[config.mk]
export PLATFORM = sky130hd
export DESIGN_NAME = vga_timing_gen
export DESIGN_NICKNAME = d
export VERILOG_FILES = /design/src/rtl/vga_pkg.sv /design/src/rtl/vga_pclk_div.sv /design/src/rtl/vga_timing_gen.sv
export SDC_FILE = /design/constraint.sdc
export NUM_CORES = 1
export LEC_CHECK = 0
export ABC_AREA = 1
export BUFFER_PORTS_ARGS = -buffer_cell sky130_fd_sc_hd__buf_2
export CAP_MARGIN = 20
export CORE_UTILIZATION = 40
export CTS_BUF_LIST = sky130_fd_sc_hd__clkbuf_2 sky130_fd_sc_hd__clkbuf_4 sky130_fd_sc_hd__clkbuf_8
export DETAILED_ROUTE_END_ITERATION = 12
export HOLD_SLACK_MARGIN = 0.08
export PLACE_DENSITY = 0.66
export SLEW_MARGIN = 40
export SYNTH_ARGS = -nofsm -noshare
export SYNTH_HDL_FRONTEND = slang
export SYNTH_SLANG_ARGS = --single-unit
export TNS_END_PERCENT = 100
[constraint.sdc]
create_clock -name clk -period 1.6 [get_ports clk]
set_clock_uncertainty 0.2 [all_clocks]
set_input_delay 0.24 -clock clk [delete_from_list [all_inputs] [get_ports clk]]
set_output_delay 0.24 -clock clk [all_outputs]
set_load 0.01 [all_outputs]
[src/rtl/vga_pkg.sv]
// Shared VGA 640x480@60 timing constants and colour type, used by both the timing
// generator and pixel_gen so the two agree on the scan geometry.
package vga_pkg;

    localparam int VGA_PCLK_DIV = 4;

    localparam int VGA_H_DISP   = 640;
    localparam int VGA_H_FP     = 16;
    localparam int VGA_H_SYNC   = 96;
    localparam int VGA_H_BP     = 48;
    localparam int VGA_H_TOTAL  = VGA_H_DISP + VGA_H_FP + VGA_H_SYNC + VGA_H_BP;

    localparam int VGA_V_DISP   = 480;
    localparam int VGA_V_FP     = 10;
    localparam int VGA_V_SYNC   = 2;
    localparam int VGA_V_BP     = 33;
    localparam int VGA_V_TOTAL  = VGA_V_DISP + VGA_V_FP + VGA_V_SYNC + VGA_V_BP;

    typedef logic [11:0] color_t;

    localparam color_t VGA_BG_COLOR = 12'hFFF;

    // Half-open window test [lo, hi); one bit wider than the counters so that
    // hi == 1024 does not wrap.
    function automatic logic in_window(
        input logic [10:0] cnt,
        input logic [10:0] lo,
        input logic [10:0] hi
    );
        return (cnt >= lo) && (cnt < hi);
    endfunction

endpackage

[src/rtl/vga_pclk_div.sv]
// Pixel-clock divider: counts 0..PCLK_DIV-1 on the system clock and flags the
// last system clock of every pixel period.
module vga_pclk_div
    import vga_pkg::*;
#(
    parameter int PCLK_DIV = VGA_PCLK_DIV
) (
    input  logic clk,
    input  logic rst,
    output logic pclk_tick
);

    localparam int DW = $clog2(PCLK_DIV);
    localparam logic [DW-1:0] DIV_LAST = DW'(PCLK_DIV - 1);
    localparam logic [DW-1:0] DIV_ONE  = DW'(1);
    localparam logic [DW-1:0] DIV_ZERO = DW'(0);

    logic [DW-1:0] div_r;

    // Free-running divider, restarted from zero by reset.
    always_ff @(posedge clk or posedge rst) begin
        if (rst) begin
            div_r <= DIV_ZERO;
        end else if (div_r == DIV_LAST) begin
            div_r <= DIV_ZERO;
        end else begin
            div_r <= div_r + DIV_ONE;
        end
    end

    assign pclk_tick = (div_r == DIV_LAST);

endmodule

[src/rtl/vga_timing_gen.sv]
// VGA timing source and output stage: scan counters, registered sync pulses and
// blanked RGB, all advancing once per pixel tick.
module vga_timing_gen
    import vga_pkg::*;
#(
    parameter int     PCLK_DIV = VGA_PCLK_DIV,
    parameter int     H_DISP   = VGA_H_DISP,
    parameter int     H_FP     = VGA_H_FP,
    parameter int     H_SYNC   = VGA_H_SYNC,
    parameter int     H_BP     = VGA_H_BP,
    parameter int     V_DISP   = VGA_V_DISP,
    parameter int     V_FP     = VGA_V_FP,
    parameter int     V_SYNC   = VGA_V_SYNC,
    parameter int     V_BP     = VGA_V_BP,
    parameter color_t BG_COLOR = VGA_BG_COLOR
) (
    input  logic        clk,
    input  logic        rst,
    input  logic [11:0] pixel_in,
    input  logic        show_data_in,
    output logic [9:0]  h_cnt,
    output logic [9:0]  v_cnt,
    output logic        valid,
    output logic        pclk_tick,
    output logic        frame_start,
    output logic        hsync,
    output logic        vsync,
    output logic [3:0]  vga_r,
    output logic [3:0]  vga_g,
    output logic [3:0]  vga_b
);

    localparam int H_TOTAL = H_DISP + H_FP + H_SYNC + H_BP;
    localparam int V_TOTAL = V_DISP + V_FP + V_SYNC + V_BP;

    localparam logic [9:0]  H_LAST   = 10'(H_TOTAL - 1);
    localparam logic [9:0]  V_LAST   = 10'(V_TOTAL - 1);
    localparam logic [10:0] H_ACT    = 11'(H_DISP);
    localparam logic [10:0] V_ACT    = 11'(V_DISP);
    localparam logic [10:0] HS_START = 11'(H_DISP + H_FP);
    localparam logic [10:0] HS_END   = 11'(H_DISP + H_FP + H_SYNC);
    localparam logic [10:0] VS_START = 11'(V_DISP + V_FP);
    localparam logic [10:0] VS_END   = 11'(V_DISP + V_FP + V_SYNC);

    logic        pclk_tick_s;
    logic [9:0]  h_cnt_r;
    logic [9:0]  v_cnt_r;
    logic        valid_s;
    logic        hs_active_s;
    logic        vs_active_s;
    color_t      rgb_next_s;
    logic        hsync_r;
    logic        vsync_r;
    color_t      rgb_r;

    vga_pclk_div #(
        .PCLK_DIV (PCLK_DIV)
    ) u_pclk_div (
        .clk       (clk),
        .rst       (rst),
        .pclk_tick (pclk_tick_s)
    );

    // Scan counters: column wraps at the end of the line and carries into the line counter.
    always_ff @(posedge clk or posedge rst) begin
        if (rst) begin
            h_cnt_r <= 10'd0;
            v_cnt_r <= 10'd0;
        end else if (pclk_tick_s) begin
            if (h_cnt_r == H_LAST) begin
                h_cnt_r <= 10'd0;
                if (v_cnt_r == V_LAST) begin
                    v_cnt_r <= 10'd0;
                end else begin
                    v_cnt_r <= v_cnt_r + 10'd1;
                end
            end else begin
                h_cnt_r <= h_cnt_r + 10'd1;
            end
        end
    end

    // Decode of the current (pre-increment) scan position.
    always_comb begin
        valid_s     = in_window({1'b0, h_cnt_r}, 11'd0, H_ACT) &&
                      in_window({1'b0, v_cnt_r}, 11'd0, V_ACT);
        hs_active_s = in_window({1'b0, h_cnt_r}, HS_START, HS_END);
        vs_active_s = in_window({1'b0, v_cnt_r}, VS_START, VS_END);
        rgb_next_s  = 12'h000;
        if (valid_s) begin
            if (show_data_in) begin
                rgb_next_s = pixel_in;
            end else begin
                rgb_next_s = BG_COLOR;
            end
        end else begin
            rgb_next_s = 12'h000;
        end
    end

    // Output stage, one pixel behind the counters so sync and colour stay aligned.
    always_ff @(posedge clk or posedge rst) begin
        if (rst) begin
            hsync_r <= 1'b1;
            vsync_r <= 1'b1;
            rgb_r   <= 12'h000;
        end else if (pclk_tick_s) begin
            hsync_r <= ~hs_active_s;
            vsync_r <= ~vs_active_s;
            rgb_r   <= rgb_next_s;
        end
    end

    assign h_cnt       = h_cnt_r;
    assign v_cnt       = v_cnt_r;
    assign valid       = valid_s;
    assign pclk_tick   = pclk_tick_s;
    assign frame_start = pclk_tick_s && (h_cnt_r == 10'd0) && (v_cnt_r == 10'd0);
    assign hsync       = hsync_r;
    assign vsync       = vsync_r;
    assign vga_r       = rgb_r[11:8];
    assign vga_g       = rgb_r[7:4];
    assign vga_b       = rgb_r[3:0];

endmodule

# ---- After elaboration in Yosys (flattened, before gate mapping)
# Cells that the tools add are included.
dict set report word_totals {
  regBits 36
  out_inout_bits 37
  wordCells 33
}
dict set report op_classes {
  add_sub_neg 3
  n_lt_le_gt_ge 6
  n_eq_ne 3
  mux 5
  bitwise 2
  n_reduce_logical 8
}
# operator n
set ops {}
lappend ops {{12-bit two-way mux} 2}
lappend ops {{10-bit by 1-bit adder with 10-bit output (second input constant)} 2}
lappend ops {{10-bit equality test (second input constant)} 2}
lappend ops {{10-bit logical NOT} 2}
lappend ops {{10-bit less-than comparator (second input constant)} 2}
lappend ops {{10-bit by 9-bit less-than comparator with 1-bit output (second input constant)} 2}
lappend ops {{10-bit two-way mux} 2}
lappend ops {{10-bit >= comparator (second input constant)} 1}
lappend ops {{10-bit by 9-bit >= comparator with 1-bit output (second input constant)} 1}
lappend ops {{1-bit logical AND} 5}
lappend ops {{2-bit by 1-bit adder with 2-bit output (second input constant)} 1}
lappend ops {{2-bit equality test (second input constant)} 1}
lappend ops {{2-bit two-way mux} 1}
lappend ops {{1-bit NOT} 2}
lappend ops {{2-bit AND reduction} 1}

# ---- Logic depth before layout (Yosys ltp)
# Gate-level depths: netlist of the first run.
dict set report logic_depth {
  word_depth 3
  ltp_mapped 8
  mapped_depth_nobuf 8
}

# ---- Hierarchy
# From an unflattened synthesis of the first run, not the netlist that was laid out.
dict set report hier_totals {
  cells_unflattened 260
  hier_area_um2 1971.9
}
# mod instances cells_per_inst area_each_um2 seq_area_each_um2
set modules_own_cells {}
lappend modules_own_cells {vga_timing_gen 1 255 1901.8 853.3}
lappend modules_own_cells {vga_pclk_div 1 5 70.1 50.0}

# ---- Least setup slack after synthesis of the first run
# Ideal clock, no wire load.
dict set report synth_timing {
  kind {reg-to-reg}
  startpoint {reg u_pclk_div.div_r[0]}
  endpoint {reg rgb_r[0]}
  setup_ps 117
  arrival_ps 1334
  slack_ps -51
  path_stages_with_launch 8
  path_buffers 2
  synth_period_minus_slack_ps 1651
  cell_sequence {dfrtp_1 -> ha_1 -> buf_4 -> inv_2 -> buf_1 -> a21oi_1 -> nand2_1 -> nand2_1}
}
dict set report synth_between {
  elab_chain_len 1
}
# item line_no
set synth_lines {}
lappend synth_lines {{from (decl)} vga_pclk_div.sv:18} ;# logic [DW-1:0] div_r;
lappend synth_lines {{from (signal assigned)} vga_pclk_div.sv:27} ;# div_r <= div_r + DIV_ONE;
lappend synth_lines {{2-bit equality test} vga_pclk_div.sv:31} ;# assign pclk_tick = (div_r == DIV_LAST);
lappend synth_lines {{named net pclk_tick} vga_timing_gen.sv:24} ;# output logic pclk_tick,
lappend synth_lines {{to (signal assigned)} vga_timing_gen.sv:110} ;# rgb_r <= rgb_next_s;
lappend synth_lines {{to (decl)} vga_timing_gen.sv:54} ;# color_t rgb_r;
# The timed path passes the listed nets, and every way through them passes these cells.
# A chain may end at the register's enable or synchronous reset.

# ---- Final worst setup path of the first run
dict set report layout_timing {
  startpoint {reg u_pclk_div.div_r[0]}
  endpoint {out frame_start}
}
dict set report layout_between {
  elab_chain_len 3
}
# item line_no
set layout_lines {}
lappend layout_lines {{2-bit equality test} vga_pclk_div.sv:31}
lappend layout_lines {{1-bit logical AND (2 in a row)} vga_timing_gen.sv:118} ;# assign frame_start = pclk_tick_s && (h_cnt_r == 10'd0) && (v_cnt_r == 10'd0);
lappend layout_lines {{to (decl)} vga_timing_gen.sv:25} ;# output logic frame_start,
# Every way passes these cells.

==> impl_metrics.csv, run 1 <==
group,metric,value,unit
placed_design,port_buffers,51,
power,leakage,1.51,nW
cells_and_area,utilization,0.612,
floorplanning,initial_utilization,0.414,
logic_synthesis,ys_types,28,
power,powerDensity,636,nW/um^2
grt,grt_pass1_vias,1844,
cells_and_area,design_area,2890,sq um
clock_network,clock-sinks,36,
floorplanning,fp.dieH,71.9,um
logic_synthesis,ys_seq_elements,36,
clock_network,cts_buffer_depth,2,
detailed_routing,avgViaCountPerCell,4.57,
sta,maxSlewViolCount,0,
cells_and_area,nNetsFinal,379,
sta,period_share,1.18,
sta,hold_violations,0,
worst_setup_path,start_kind,"flop",
clock_network,clock_latency,0.29,ns
cells_and_area,final_cell_count_no_fill,427,
placed_design,dp_cells,405,
sta,maxSlewHeadroom,0.747,
floorplanning,rows,25,
cells_and_area,n_fill_cell,419,
power,ir_drop,0.000491,V
sta,fin_ws,-0.293,ns
cells_and_area,antennaDiodeCount,0,
logic_synthesis,syn_area,1960,sq um
floorplanning,pin_count,52,
sta,rsz0062_at_grt,"yes",
worst_setup_path,arrival,1.45,ns
grt,grt_use_total,0.203,
clock_network,h-tree-depth,2,
cells_and_area,drive_gt1_frac,0.347,
detailed_routing,vias,1951,
outcome,outcome,"complete, but fails checks",
clock_network,clk_pin_slew,0.07,ns
logic_synthesis,syn_inst,259,
floorplanning,die_w,71.9,um
cells_and_area,syn2layout_area_growth,47.7,%
cells_and_area,multi_input_area,922,sq um
clock_network,cts_tree,"done",
hold_path,min_path_type,"primary input to flop",
logic_synthesis,async_flop_share,1.00,
worst_setup_path,path_max_fanout,4,
outcome,violations,"setup timing",
grt,grt_first_pass_wirelength,8150,um
worst_setup_path,critPathCaptureType,"output pin",
sta,setup_viol,26,
detailed_routing,drcViolationCount,0,
worst_setup_path,r2r-start,"h_cnt[0]$_DFFE_PP0P_",
worst_setup_path,cp.required,1.16,ns
clock_network,cts_buffers,5,
detailed_routing,wirelength,4790,um
detailed_routing,drtIter0Drc,63,
sta,fin_crit,1.89,ns
cells_and_area,regArea,903,sq um
worst_setup_path,cp-startpoint,"u_pclk_div.div_r[0]$_DFF_PP0_",
logic_synthesis,synth_area_per_cell,7.55,sq um
sta,fmax,0.528,GHz
logic_synthesis,ys_warn_count,0,
sta,tightestPinTransition,0.376,ns
job,maxCapViolCount,0,
floorplanning,core-area,4720,sq um
placed_design,gp_congestion,0.832,
logic_synthesis,syn_nets,279,
grt,grt-ovfl-total,0,
logic_synthesis,ys_seq_area_frac,0.462,
logic_synthesis,dominantRegCellSynth,"dfrtp_1",
placed_design,placed_cell_area,2550,sq um
detailed_routing,first_pass_iters,5,
placed_design,place_ws,-0.0458,ns
detailed_routing,antenna_left,0,
detailed_routing,avgRoutedWirePerCell,11.2,um
logic_synthesis,synth-edff-count,0,
floorplanning,die_area,5170,sq um
worst_setup_path,path_class,"flop to output pin",
grt,grt_max_degree,37,
grt,antenna_found_initial,0,
hold_path,hp-start,"pixel_in[7]",
clock_network,cts_root_buf,"clkbuf_8",
placed_design,hpwlAfterDp,3430,um
[worst paths after layout]
path | to | slack, ns | cells after the start
setup / recovery | frame_start | -0.29 | 7
min in group asynchronous | v_cnt[9]$_DFFE_PP0P_ | 0.34 | 4
max in group asynchronous | vsync$_DFFE_PP1P_ | 0.62 | 4
hold / removal | rgb_r[7]$_DFFE_PP0P_ | 0.08 | 5
setup reg to reg | v_cnt[2]$_DFFE_PP0P_ | -0.15 | 11
hold reg to reg | rgb_r[9]$_DFFE_PP0P_ | 0.27 | 2
[power by group]
group | internal [mW] | leakage, nW | switching (mW) | total (mW)
logic | 0.0492 | 1.02 | 0.0529 | 0.102
clock network | 0.479 | 0.0586 | 0.323 | 0.803
registers | 0.925 | 0.437 | 0.00695 | 0.932
total | 1.45 | 1.51 | 0.383 | 1.84
[through the flow]
| step | power [mW] | hold slack, ns | TNS [ns] |
|---|---|---|---|
| 3_3_place_gp | 1.04 | 0.105 | 0 |
| 6_report | 1.84 | 0.0832 | -2.36 |
| 4_1_cts | 1.86 | 0.0805 | -1.12 |
| 3_5_place_dp | 1.04 | 0.102 | -0.223 |
| 5_1_grt | 1.91 | 0.120 | -5.09 |
| 2_1_floorplan | 0.992 | 0.203 | 0 |
[metal layers]
layer | routed length, um | GRT usage
met2 | 2180 | 0.333
met3 | 257 | 0.0458
met1 | 2290 | 0.268
met4 | 63 | 0.0654
met5 | 0 | 0
[registers in the layout (all words and copies together), names as in the netlist]
| signal | flops |
|---|---|
| v_cnt | 10 |
| vsync | 1 |
| rgb_r | 12 |
| hsync | 1 |
| h_cnt | 10 |
| u_pclk_div.div_r | 2 |
[cell families after synthesis]
kind of cell	share of synthesized area
DFF	0.462
AOI/OAI and AO/OA	0.0845
xor gates and xnor gates	0.0314
and+or+nand+nor	0.284
buffers and inverters	0.106
adders and majority gates	0.0320
[cell usage in the layout (no fill, tap or decap), types with 3 or more instances in the layout]
| cell | synthesis | final |
|---|---|---|
| a21oi_1 | 14 | 14 |
| buf_12 | 0 | 3 |
| buf_2 | 1 | 49 |
| buf_4 | 2 | 36 |
| buf_6 | 1 | 4 |
| clkbuf_8 | 0 | 5 |
| dfrtp_1 | 34 | 34 |
| dlygate4sd3_1 | 0 | 8 |
| inv_1 | 42 | 40 |
| inv_2 | 2 | 3 |
| nand2_1 | 74 | 72 |
| nand3_1 | 19 | 16 |
| nand3_2 | 0 | 3 |
| nand4_1 | 3 | 3 |
| nor2_1 | 20 | 16 |
| nor2_2 | 0 | 4 |
| nor3_1 | 4 | 4 |
| o21ai_0 | 15 | 7 |
| o21ai_1 | 1 | 9 |
| xor2_1 | 6 | 6 |
[repair_timing]
item / in CTS / in global routing
buffers inserted: 5 / 1
gates resized for setup: 21 / 12
hold buffers: 8 / 0
hold endpoints to repair: 43 / 0
pin swaps: 4 / 1
setup endpoints to repair: 18 / 30
[synth_stat cells (2+ instances only)]
cell type  number  area (sq um)
nor3_1          4          20.0
inv_2           2          7.51
nor3_2          2          20.0
clkbuf_1        2          7.51
xor2_1          6          52.6
inv_1          42           158
a21oi_1        14          70.1
ha_1            5          62.6
dfrtp_1        34           851
o21ai_0        15          75.1
nor2_1         20          75.1
nand4_1         3          18.8
buf_4           2          15.0
nand3_1        19          95.1
dfstp_2         2          52.6
nand2_1        74           278
nor2_4          2          22.5
[critical path, stage by stage, from the launching register on]
cell     delay (ns)
dfrtp_1        0.39
ha_4           0.18
buf_4          0.11
inv_2          0.06
nor2_1         0.08
nand4_1        0.10
nor2_1         0.11
buf_2          0.14
[final cells by class]
type	count	share of cell area
Multi-Input combinational cell	172	0.319
Sequential cell	36	0.313
Timing Repair Buffer	100	0.243
Inverter	44	0.0580
Tap cell	67	0.0290
Clock buffer	6	0.0264
Clock inverter	2	0.0121
Note: power is estimated with default switching activity, not from simulation.
==> run 2, diff against run 1 <==
--- a/config.mk
+++ b/config.mk
@@ -17,4 +17,4 @@
 export SYNTH_ARGS = -nofsm -noshare
 export SYNTH_HDL_FRONTEND = slang
 export SYNTH_SLANG_ARGS = --single-unit
-export TNS_END_PERCENT = 100
+export TNS_END_PERCENT = 50
==> run 2 against run 1 <==
  * The flow still finishes with violations (setup timing)
  * First-iteration DRC count fell by 7.9%
  * Non-clock buffer count rose by 1
  * Routed wire length rose by 0.46%
  * Total power fell by 0.14%
  * Via count rose by 0.26%
  * Global-route usage fell by 0.090 points
  * Fmax rose by 0.61%
  * Critical endpoint unchanged
==> impl_metrics.csv, run 2 (synthesis gave the netlist of run 1 again) <==
group,metric,value,unit
outcome,outcome,"complete, but fails checks",
outcome,violations,"setup timing",
detailed_routing,drcViolationCount,0,
cells_and_area,final_common_cell,"nand2_1",
grt,grt_pass1_vias,1839,
detailed_routing,avgViaCountPerCell,4.57,
detailed_routing,wirelength,4820,um
clock_network,clock_latency,0.29,ns
placed_design,gp_congestion,0.832,
sta,period_share,1.18,
clock_network,h-tree-depth,2,
grt,grt_max_degree,37,
sta,setup_viol,30,
grt,antenna_found_initial,0,
sta,fin_hold_ws,0.0828,ns
cells_and_area,regMostFlops,"rgb_r",
sta,hold_violations,0,
job,maxCapViolCount,0,
sta,rsz0062_at_grt,"yes",
floorplanning,pin_count,52,
cells_and_area,multi_input_area,917,sq um
floorplanning,fp.dieH,71.9,um
placed_design,port_buffers,51,
sta,maxSlewViolCount,0,
cells_and_area,largest_register_ffs,12,
floorplanning,die_w,71.9,um
cells_and_area,regArea,903,sq um
worst_setup_path,arrival,1.44,ns
clock_network,cts_root_buf,"clkbuf_8",
floorplanning,core-area,4720,sq um
cells_and_area,antennaDiodeCount,0,
grt,grt_use_total,0.202,
placed_design,hpwlAfterDp,3430,um
worst_setup_path,cp_cell_sequence,"ha_4 > buf_4 > inv_2 > nor2_1 > nand4_1 > nor2_1 > buf_2",
detailed_routing,vias,1956,
hold_path,min_path_type,"primary input to flop",
sta,fin_crit,1.88,ns
floorplanning,die_area,5170,sq um
clock_network,clk_pin_slew,0.07,ns
clock_network,cts_buffers,5,
worst_setup_path,path_max_fanout,4,
power,power.total,1.83,mW
power,ir_drop,0.000490,V
worst_setup_path,critPathCaptureType,"output pin",
cells_and_area,drive_gt1_frac,0.343,
clock_network,cts_buffer_depth,2,
sta,fmax,0.532,GHz
detailed_routing,drtIter0Drc,58,
worst_setup_path,start_kind,"flop",
cells_and_area,nNetsFinal,380,
worst_setup_path,path_class,"flop to output pin",
sta,maxSlewHeadroom,0.737,
clock_network,clock-sinks,36,
detailed_routing,first_pass_iters,5,
clock_network,cts_tree,"done",
sta,fin_ws,-0.281,ns
power,leakage,1.52,nW
sta,fin_setup_tns,-2.65,ns
detailed_routing,antenna_left,0,
grt,grt_first_pass_wirelength,8100,um
placed_design,place_ws,-0.0458,ns
floorplanning,rows,25,
cells_and_area,utilization,0.611,
worst_setup_path,slowest_delay,0.39,ns
worst_setup_path,cpMostUsedCell,"nor2_1",
grt,grt-ovfl-total,0,
floorplanning,initial_utilization,0.414,
power,powerDensity,636,nW/um^2
cells_and_area,final_cell_mix,"nand2_1, buf_2, inv_1, buf_4, dfrtp_1",
worst_setup_path,cp_slowest_cell,"dfrtp_1",
detailed_routing,avgRoutedWirePerCell,11.3,um
cells_and_area,syn2layout_area_growth,47.6,%
sta,tightestPinTransition,0.391,ns
worst_setup_path,cp.required,1.16,ns
cells_and_area,n_fill_cell,422,
run 2: cell types whose count changed in the layout (fill, tap and decap cells not counted), sizes merged:
| cell | previous run | this run |
|---|---|---|
| buf | 92 | 93 |
run 2: final cells by class:
| class | count | share of cell area |
|---|---|---|
| tap | 67 | 0.0290 |
| timing repair buffer | 101 | 0.244 |
| clock buffer | 6 | 0.0264 |
| inverter | 44 | 0.0572 |
| clock inverter | 2 | 0.0121 |
| sequential | 36 | 0.313 |
| multi-input combinational | 172 | 0.318 |
run 2: timing repair:
item,CTS,global route
pin swaps,4,1
setup buffers,5,2
hold endpoints to repair,43,0
gates cloned,0,0
setup endpoints to repair,18,30
hold buffers,8,0
gates resized for setup,17,12
run 2: where the power goes:
part | leakage, nW | internal, mW | switching (mW)
Combinational | 1.02 | 0.0492 | 0.0531
Clock | 0.0586 | 0.479 | 0.321
Sequential | 0.437 | 0.925 | 0.00693
Total | 1.52 | 1.45 | 0.381
run 2: critical path: cells and delay by family (launching register included):
family,cells,cell delay (ns)
and+or+nand+nor,3,0.29
adders and majority gates,1,0.18
DFF,1,0.39
buffers and inverters,3,0.30
run 2: layer usage:
| layer | GRT usage | vias to the layer above | share of wire |
|---|---|---|---|
| met2 | 0.327 | 61 | 0.45 |
| met5 | 0 | - | 0 |
| met4 | 0.0763 | 0 | 0.018 |
| li1 | - | 1011 | - |
| met3 | 0.0458 | 7 | 0.049 |
| met1 | 0.266 | 877 | 0.48 |
run 2: stage by stage:
| stage | cell area, sq um | cells |
|---|---|---|
| floorplan | 1960 | 259 |
| finish | 2890 | 428 |
| detailed placement | 2550 | 405 |
| CTS | 2830 | 426 |
| global route | 2890 | 428 |
| global placement | 2550 | 405 |
run 2: final timing paths:
path,from,endpoint,slack [ns],cells past startpoint
min in group asynchronous,rst,v_cnt[9]$_DFFE_PP0P_,0.34,4
worst min register to register,rgb_r[9]$_DFFE_PP0P_,rgb_r[9]$_DFFE_PP0P_,0.27,2
worst max-delay path,u_pclk_div.div_r[0]$_DFF_PP0_,frame_start,-0.28,7
max in group asynchronous,rst,vsync$_DFFE_PP1P_,0.61,4
worst max register to register,h_cnt[0]$_DFFE_PP0P_,v_cnt[2]$_DFFE_PP0P_,-0.14,11
worst min-delay path,pixel_in[7],rgb_r[7]$_DFFE_PP0P_,0.08,5
==> run 3, diff against run 2 <==
--- a/config.mk
+++ b/config.mk
@@ -12,7 +12,6 @@
 export CTS_BUF_LIST = sky130_fd_sc_hd__clkbuf_2 sky130_fd_sc_hd__clkbuf_4 sky130_fd_sc_hd__clkbuf_8
 export DETAILED_ROUTE_END_ITERATION = 12
 export HOLD_SLACK_MARGIN = 0.08
-export PLACE_DENSITY = 0.66
 export SLEW_MARGIN = 40
 export SYNTH_ARGS = -nofsm -noshare
 export SYNTH_HDL_FRONTEND = slang
==> constraint.sdc (replaced) <==
create_clock -name clk -period 1.9 [get_ports clk]
set_clock_uncertainty 0.2 [all_clocks]
set_input_delay 0.285 -clock clk [delete_from_list [all_inputs] [get_ports clk]]
set_output_delay 0.285 -clock clk [all_outputs]
set_load 0.01 [all_outputs]
==> run 3 against run 2 <==
  * The run still ends with setup timing left
  * Register-to-register slack improved by 0.27 ns
  * Critical endpoint unchanged
  * Setup slack better by 0.22 ns
  * Cell count shrank 8.4%
  * Clock power is 14% lower
  * Routed wire length fell by 8.1%
  * First-iteration DRC count increased by 3.4%
  * Critical path type unchanged
  * Largest cell class is now sequential cells
  * Clock-buffer cell count is 1 lower
  * Sequential share of layout area up 4.8 points
  * Non-clock buffer count decreased by 36
  * Flip-flop and latch count is the same
  * Global-route usage shrank 1.6 points
  * Die area stayed put
==> impl_metrics.csv, run 3 (synthesis gave the netlist of run 1 again) <==
group,metric,value,unit
worst_setup_path,path_class,"flop to output pin",
clock_network,clock_latency,0.30,ns
cells_and_area,design_area,2500,sq um
power,combPwrFrac,0.046,
power,switching_share,0.224,
clock_network,cts_tree,"done",
sta,setup_viol,2,
clock_network,cts_root_buf,"clkbuf_8",
cells_and_area,syn2layout_area_growth,28.1,%
worst_setup_path,r2r_slack,0.13,ns
detailed_routing,avgViaCountPerCell,4.63,
outcome,outcome,"complete, but fails checks",
detailed_routing,drtIter0Drc,60,
power,powerDensity,616,nW/um^2
sta,fin_hold_ws,0.102,ns
grt,grt_max_degree,37,
floorplanning,rows,25,
placed_design,placed_cell_area,2300,sq um
placed_design,hpwlAfterDp,3210,um
sta,hold_violations,0,
floorplanning,die_w,71.9,um
detailed_routing,wirelength,4420,um
worst_setup_path,critPathCaptureType,"output pin",
worst_setup_path,endpoint,"frame_start",
worst_setup_path,critical_path.top_delay_family,"simple AND/OR/NAND/NOR gates",
detailed_routing,drcViolationCount,0,
worst_setup_path,cp_slowest_cell,"dfrtp_1",
grt,antenna_found_initial,0,
sta,fin_crit,1.96,ns
detailed_routing,vias,1814,
detailed_routing,first_pass_iters,4,
floorplanning,initial_utilization,0.414,
outcome,violations,"setup timing",
cells_and_area,antennaDiodeCount,0,
sta,period_share,1.03,
worst_setup_path,arrival,1.48,ns
cells_and_area,drive_gt1_frac,0.280,
sta,maxSlewViolCount,0,
worst_setup_path,start_kind,"flop",
clock_network,cts_buffer_depth,2,
floorplanning,die_area,5170,sq um
worst_setup_path,r2r-start,"h_cnt[0]$_DFFE_PP0P_",
cells_and_area,largest_register_ffs,12,
worst_setup_path,cp.depth,7,
worst_setup_path,cp_num_buf_inv,2,
worst_setup_path,cp_cell_sequence,"inv_2 > ha_4 > nand3_2 > nor4_2 > nand2_1 > nor2_2 > buf_2",
worst_setup_path,slowest_delay,0.41,ns
placed_design,port_buffers,51,
worst_setup_path,cp-startpoint,"v_cnt[1]$_DFFE_PP0P_",
worst_setup_path,path_max_fanout,3,
grt,grt_use_total,0.186,
hold_path,hold-path-cell-count,5,
clock_network,cts_buffers,5,
sta,maxSlewHeadroom,0.700,
power,power_switching,0.346,mW
cells_and_area,n_fill_cell,470,
grt,grt-ovfl-total,0,
worst_setup_path,rr_worst_depth,9,
clock_network,clk_pin_slew,0.08,ns
detailed_routing,antenna_left,0,
hold_path,min_path_type,"primary input to flop",
cells_and_area,final_common_cell,"nand2_1",
power,ir_drop,0.000311,V
sta,rsz0062_at_grt,"yes",
sta,tightestPinTransition,0.450,ns
worst_setup_path,cp.required,1.41,ns
floorplanning,fp.dieH,71.9,um
sta,fmax,0.510,GHz
sta,fin_ws,-0.0610,ns
grt,grt_pass1_vias,1592,
power,leakage,1.31,nW
worst_setup_path,r2r-end,"v_cnt[3]$_DFFE_PP0P_",
cells_and_area,final_cell_mix,"nand2_1, buf_2, inv_1, dfrtp_1",
cells_and_area,nNetsFinal,344,
clock_network,h-tree-depth,2,
job,maxCapViolCount,0,
cells_and_area,regMostFlops,"rgb_r",
power,p_int,1.20,mW
sta,fin_setup_tns,-0.0662,ns
detailed_routing,avgRoutedWirePerCell,11.3,um
power,power_frac_seq,0.509,
floorplanning,pin_count,52,
placed_design,gp_congestion,0.800,
grt,grt_first_pass_wirelength,7380,um
power,p_clk_frac,0.445,
clock_network,clock-sinks,36,
floorplanning,core-area,4720,sq um
-- run 3: cell type report --
type	instances	area (sq um)	share of cell area
flip-flops and latches	36	903	0.361
multi-input cells	172	878	0.351
repair buffers	65	363	0.145
inverters	44	165	0.0659
well taps	67	83.8	0.0335
clock buffers	5	68.8	0.0275
clock inverters	3	42.5	0.0170
-- run 3: power by group through the flow --
stage	combinational, mW	clock (mW)	sequential (mW)
floorplan	0.0286	0	0.807
CTS	0.0736	0.701	0.785
global placement	0.0717	0	0.800
detailed placement	0.0713	0	0.800
global route	0.0831	0.731	0.787
finish	0.0712	0.686	0.785
-- run 3: worst register-to-register path, delay by kind of cell (launching register included) --
family / cells / cell delay, ns
DFF: 1 / 0.36
buffers and inverters: 3 / 0.38
and+or+nand+nor: 4 / 0.51
AOI/OAI and AO/OA: 1 / 0.08
adders and majority gates: 1 / 0.16
-- run 3: per-stage QoR --
| stage | setup WS (ns) | total power [mW] | utilization | std cells |
|---|---|---|---|---|
| 6_report | -0.0610 | 1.54 | 0.530 | 392 |
| 5_1_grt | -0.122 | 1.60 | 0.530 | 392 |
| 2_1_floorplan | 0.249 | 0.835 | - | 259 |
| 3_5_place_dp | 0.128 | 0.872 | 0.488 | 377 |
| 4_1_cts | -0.148 | 1.56 | 0.526 | 390 |
| 3_3_place_gp | 0.117 | 0.871 | 0.488 | 377 |
-- run 3: worst min path at each step --
stage / start / endpoint / slack [ns]
floorplan: u_pclk_div.div_r[0]$_DFF_PP0_ / u_pclk_div.div_r[0]$_DFF_PP0_ / 0.20
global placement: u_pclk_div.div_r[0]$_DFF_PP0_ / u_pclk_div.div_r[0]$_DFF_PP0_ / 0.21
detailed placement: rst / v_cnt[7]$_DFFE_PP0P_ / 0.21
CTS: pixel_in[1] / rgb_r[1]$_DFFE_PP0P_ / 0.1
global route: pixel_in[3] / rgb_r[3]$_DFFE_PP0P_ / 0.10
finish: pixel_in[7] / rgb_r[7]$_DFFE_PP0P_ / 0.10
-- run 3: timing repair --
action,in CTS,in global routing
pin swaps,3,4
gates resized for setup,7,3
setup buffers,4,2
hold buffers,1,0
endpoints found under the setup margin,2,3
hold endpoints to repair,34,0
-- run 3: routing by layer --
metal  track usage  vias up  wire [um]
met5             0        -          0
met4        0.0588        0         58
li1              -      936          -
met3        0.0556        6        220
met1         0.253      823       2220
met2         0.286       49       1930
